$ cat config.mk
export PLATFORM = sky130hd
export DESIGN_NAME = offchip_link_arbiter
export DESIGN_NICKNAME = d
export VERILOG_FILES = /design/src/rtl/offchip_link_arbiter.sv
export SDC_FILE = /design/constraint.sdc
export NUM_CORES = 1
export LEC_CHECK = 0
export ABC_AREA = 1
export CORE_MARGIN = 10
export CORE_UTILIZATION = 45
export CTS_BUF_LIST = sky130_fd_sc_hd__clkbuf_4 sky130_fd_sc_hd__clkbuf_8
export DETAILED_ROUTE_END_ITERATION = 10
export PLACE_DENSITY = 0.76
export SYNTH_ARGS = -nofsm -noshare
export SYNTH_HDL_FRONTEND = slang
export SYNTH_SLANG_ARGS = --single-unit
$ cat constraint.sdc
create_clock -name clk -period 5.3 [get_ports clk]
set_input_delay 1.59 -clock clk [delete_from_list [all_inputs] [get_ports clk]]
set_output_delay 1.59 -clock clk [all_outputs]
set_load 0.1 [all_outputs]
$ cat src/rtl/offchip_link_arbiter.sv
// rtl/offchip_link_arbiter.sv - two-requester round-robin arbiter serializing 8-bit words onto a 2-bit credited lane
//
// Ports:
//   clk, rst                 clock, asynchronous active-high reset
//   req0_valid/data/ready    requester 0 word handshake (ready is combinational)
//   req1_valid/data/ready    requester 1 word handshake (ready is combinational)
//   credit_ret               one-cycle pulse, far end returns one word credit
//   lane_valid/data/src/last serialized lane beat, four beats per word
//   credit_cnt               credits currently available
//   cred_err                 sticky flag, credit returned while already full
module offchip_link_arbiter #(
  parameter int CREDITS = 8
) (
  input  logic       clk,
  input  logic       rst,
  input  logic       req0_valid,
  input  logic [7:0] req0_data,
  output logic       req0_ready,
  input  logic       req1_valid,
  input  logic [7:0] req1_data,
  output logic       req1_ready,
  input  logic       credit_ret,
  output logic       lane_valid,
  output logic [1:0] lane_data,
  output logic       lane_src,
  output logic       lane_last,
  output logic [3:0] credit_cnt,
  output logic       cred_err
);

  typedef enum logic {IDLE = 1'b0, SEND = 1'b1} state_t;

  state_t     state, state_nxt;
  logic [1:0] beat, beat_nxt;
  logic [7:0] word;
  logic       src;
  logic       last_grant;
  logic       slot;
  logic       winner;
  logic       accept;

  // A new word may start from IDLE or overlap the final beat of the current
  // word, which is what gives back-to-back words with no bubble.
  assign slot = ((state == IDLE) || (beat == 2'd3)) && (credit_cnt != 4'd0);

  // With both requesters pending, favour the one not granted last time.
  assign winner = (req0_valid && req1_valid) ? ~last_grant : req1_valid;

  // Ready is held low during reset even though the reset state offers a slot.
  assign req0_ready = !rst && slot && req0_valid && !winner;
  assign req1_ready = !rst && slot && req1_valid &&  winner;
  assign accept     = req0_ready || req1_ready;

  // State register and word capture.
  always_ff @(posedge clk or posedge rst) begin
    if (rst) begin
      state      <= IDLE;
      beat       <= 2'd0;
      word       <= 8'd0;
      src        <= 1'b0;
      last_grant <= 1'b1;
    end else begin
      state <= state_nxt;
      beat  <= beat_nxt;
      if (accept) begin
        word       <= winner ? req1_data : req0_data;
        src        <= winner;
        last_grant <= winner;
      end
    end
  end

  // Next-state logic.
  always_comb begin
    state_nxt = state;
    beat_nxt  = beat;
    case (state)
      IDLE: begin
        if (accept) begin
          state_nxt = SEND;
          beat_nxt  = 2'd0;
        end
      end
      SEND: begin
        if (beat != 2'd3) begin
          beat_nxt = beat + 2'd1;
        end else begin
          state_nxt = accept ? SEND : IDLE;
          beat_nxt  = 2'd0;
        end
      end
      default: begin
        state_nxt = IDLE;
        beat_nxt  = 2'd0;
      end
    endcase
  end

  // Lane outputs decode purely from registered state.
  always_comb begin
    lane_valid = 1'b0;
    lane_data  = 2'd0;
    lane_src   = 1'b0;
    lane_last  = 1'b0;
    if (state == SEND) begin
      lane_valid = 1'b1;
      lane_data  = {word[{1'b1, beat}], word[{1'b0, beat}]};
      lane_src   = src;
      lane_last  = (beat == 2'd3);
    end
  end

  // Credit counter: a return at full count is dropped and flagged, unless an
  // accept consumes a credit in the same cycle, in which case they cancel.
  always_ff @(posedge clk or posedge rst) begin
    if (rst) begin
      credit_cnt <= 4'(CREDITS);
      cred_err   <= 1'b0;
    end else begin
      if (accept && !credit_ret) begin
        credit_cnt <= credit_cnt - 4'd1;
      end else if (credit_ret && !accept) begin
        if (credit_cnt == 4'(CREDITS)) begin
          cred_err <= 1'b1;
        end else begin
          credit_cnt <= credit_cnt + 4'd1;
        end
      end
    end
  end

endmodule

==> results.sh <==
export IMPL_die_w_um=71.0
export IMPL_register_area_um2=453
export IMPL_grt_max_degree=19
export IMPL_syn2layout_area_growth_pct=33.2
export IMPL_antenna_found_initial=0
export IMPL_path_cells="clkdlybuf4s50_1 -> a21oi_4 -> nand3_2 -> nor2_1 -> buf_12"
export IMPL_synth_seq_cells=18
export IMPL_fin_crit_ns=4.43
export IMPL_startpoint="rst"
export IMPL_fin_crit_sh_pct=83.6
export IMPL_yosysSeqAreaShare_pct=38.7
export IMPL_fmax_mhz=226
export IMPL_cts_made_buffers=3
export IMPL_syn_nets=181
export IMPL_gr_total_overflow=0
export IMPL_finalHoldViolCount=0
export IMPL_postCtsSetupBuffers=0
export IMPL_endpoint="req0_ready"
export IMPL_die_area_um2=5040
export IMPL_nets=217
export IMPL_ant_nets=0
export IMPL_slowest_delay_ns=0.47
export IMPL_syn_cell_area_um2=1170
export IMPL_grt_pass1_vias=1119
export IMPL_via_per_inst=4.91
export IMPL_drtPass1Iterations=4
export IMPL_h_tree_depth=1
export IMPL_r2r_start="beat[0]"
export IMPL_cts_hold_buffers=0
export IMPL_initial_utilization_pct=47.2
export IMPL_worstMarginPinSlew_ns=0.987
export IMPL_dr_total_vias=1081
export IMPL_maxSlewViolCount=0
export IMPL_max_slew_margin_pct=34.0
export IMPL_num_rows=18
export IMPL_async_reset_ff_share_pct=100
export IMPL_post_cts_resized=0
export IMPL_synth_ff_type="dfrtp_1"
export IMPL_cts_sinks=18
export IMPL_grt_pass1_wl_mm=4.91
export IMPL_crit_slowest_cell="clkdlybuf4s50_1"
export IMPL_drcViolationCount=0
export IMPL_hp_class="flip-flop to flip-flop"
export IMPL_post_dp_cell_area_um2=1530
export IMPL_n_fill_cell=230
export IMPL_status="completed"
export IMPL_cts_buffer_depth=2
export IMPL_synth_warning_count=0
export IMPL_synth_edf_count=0
export IMPL_setup_viol_count_final=0
export IMPL_reg2reg_depth=15
export IMPL_worst_endpoint_required_ns=3.71
export IMPL_dp_hpwl_mm=2.38
export IMPL_end_kind="output port"
export IMPL_finClkSkew_ns=0.00501
export IMPL_ys_types=24
export IMPL_drive_gt1_share_pct=15.3
export IMPL_finalWirelength_mm=2.93
export IMPL_gp_congestion=0.932
export IMPL_core_area_um2=2480
export IMPL_io_pins=33
export IMPL_wire_per_inst_um=13.3
export IMPL_dieHeight_um=71.0
export IMPL_cp_arrival_ns=2.84
export IMPL_cts_clk_slew_worst_paths_ns=0.10
export IMPL_fin_setup_tns_ns=0
export IMPL_synth_area_per_cell_um2=7.55
export IMPL_final_area_um2=1560
export IMPL_crit_path_start_kind="primary input"
export IMPL_cts_tree="yes"
export IMPL_track_usage_pct=11.6
export IMPL_path_class="primary input to output port"
export IMPL_portBuffers=32
export IMPL_cap_viol_max_count=0
export IMPL_synth_cells=155
export IMPL_hold_start="word[7]"
export IMPL_clock_latency_ns=0.30
export IMPL_cts_root_buf="clkbuf_4"
export IMPL_drt_iter0_drc=77
export IMPL_grt_setup_unrepaired="no"
export IMPL_worstPathMaxFanout=6
export IMPL_regToRegSetupSlack_ns=2.72
export IMPL_multi_input_area_um2=598
export IMPL_n_antenna_cell=0
export IMPL_reg2reg_to="credit_cnt[2]"
==> cell usage after synthesis, types with 2 or more instances <==
cell     instances  area [um^2]
nand2_1         60          225
inv_1           22         82.6
dfrtp_1         16          400
a21oi_1          7         35.0
o21ai_0          7         35.0
nand2_2          6         37.5
ha_1             5         62.6
nor2_1           4         15.0
o21ai_2          4         35.0
nand2_4          3         33.8
nand3_1          3         15.0
nand4_1          3         18.8
dfstp_2          2         52.6
inv_2            2         7.51
nand3_2          2         20.0
==> final cells by class <==
cell class / instances / area share, %
flip-flops and latches: 18 / 29.1
multi-input cells: 111 / 38.4
repair buffers: 32 / 21.8
well taps: 30 / 2.41
inverters: 25 / 6.35
clock buffers: 4 / 1.93
==> worst min path at each step <==
stage	to	slack, ns	cells after the start
floorplan	word[0]	0.44	2
finish	word[7]	0.48	2
global placement	word[7]	0.45	2
detailed placement	word[7]	0.45	2
global route	last_grant	0.51	2
CTS	word[7]	0.48	2
==> routing by layer <==
layer  vias up  wire length (um)  GRT usage (%)
met5         -                 0              0
met4         0                42           4.30
met3         6               182           4.46
met2        32              1470           20.1
met1       491              1230           12.4
li1        552                 -              -
==> sequential cells by signal, summed over array words and instances, names as in the netlist <==
signal / count
credit_cnt: 4
last_grant: 1
word: 8
state: 1
src: 1
cred_err: 1
beat: 2
==> worst max-delay path, delay by kind of cell <==
family	cells	cell delay [ns]
buf+inv	2	0.68
simple gates	2	0.41
compound gates	1	0.17
==> stage by stage <==
stage | worst slack (ns) | hold slack, ns | util, % | instances
2_1_floorplan | 0.559 | 0.437 | - | 155
3_5_place_dp | 0.866 | 0.453 | 61.7 | 216
6_report | 0.867 | 0.481 | 62.9 | 220
5_1_grt | 0.782 | 0.510 | 62.9 | 220
3_3_place_gp | 0.902 | 0.449 | 61.7 | 216
4_1_cts | 0.864 | 0.479 | 62.9 | 220
==> logic make-up (layout without fill, tap and decap cells) <==
group	Yosys count	count (layout)	share of synthesized area [%]
AND/OR/NAND/NOR	83	83	32.7
flip-flops	18	18	38.7
buffers and inverters	26	61	10.2
AO/OA/AOI/OAI	22	22	12.3
XOR/XNOR	1	1	0.749
adder cells (fa/ha/maj)	5	5	5.35
==> layout by cell type (no fill, tap or decap), drive strengths merged <==
cell           Yosys  final
a41o               1      1
o21ai             12     12
buf                1      2
a21oi              8      8
clkbuf             0      4
dfstp              2      2
nand3              5      5
clkdlybuf4s50      0     30
o21bai             1      1
dfrtp             16     16
nor2               6      6
nand2             69     69
xor2               1      1
nand4              3      3
inv               25     25
ha                 5      5
Power is not shown: default switching activity piles up to over one toggle a cycle in this logic, so the estimate is an artifact.
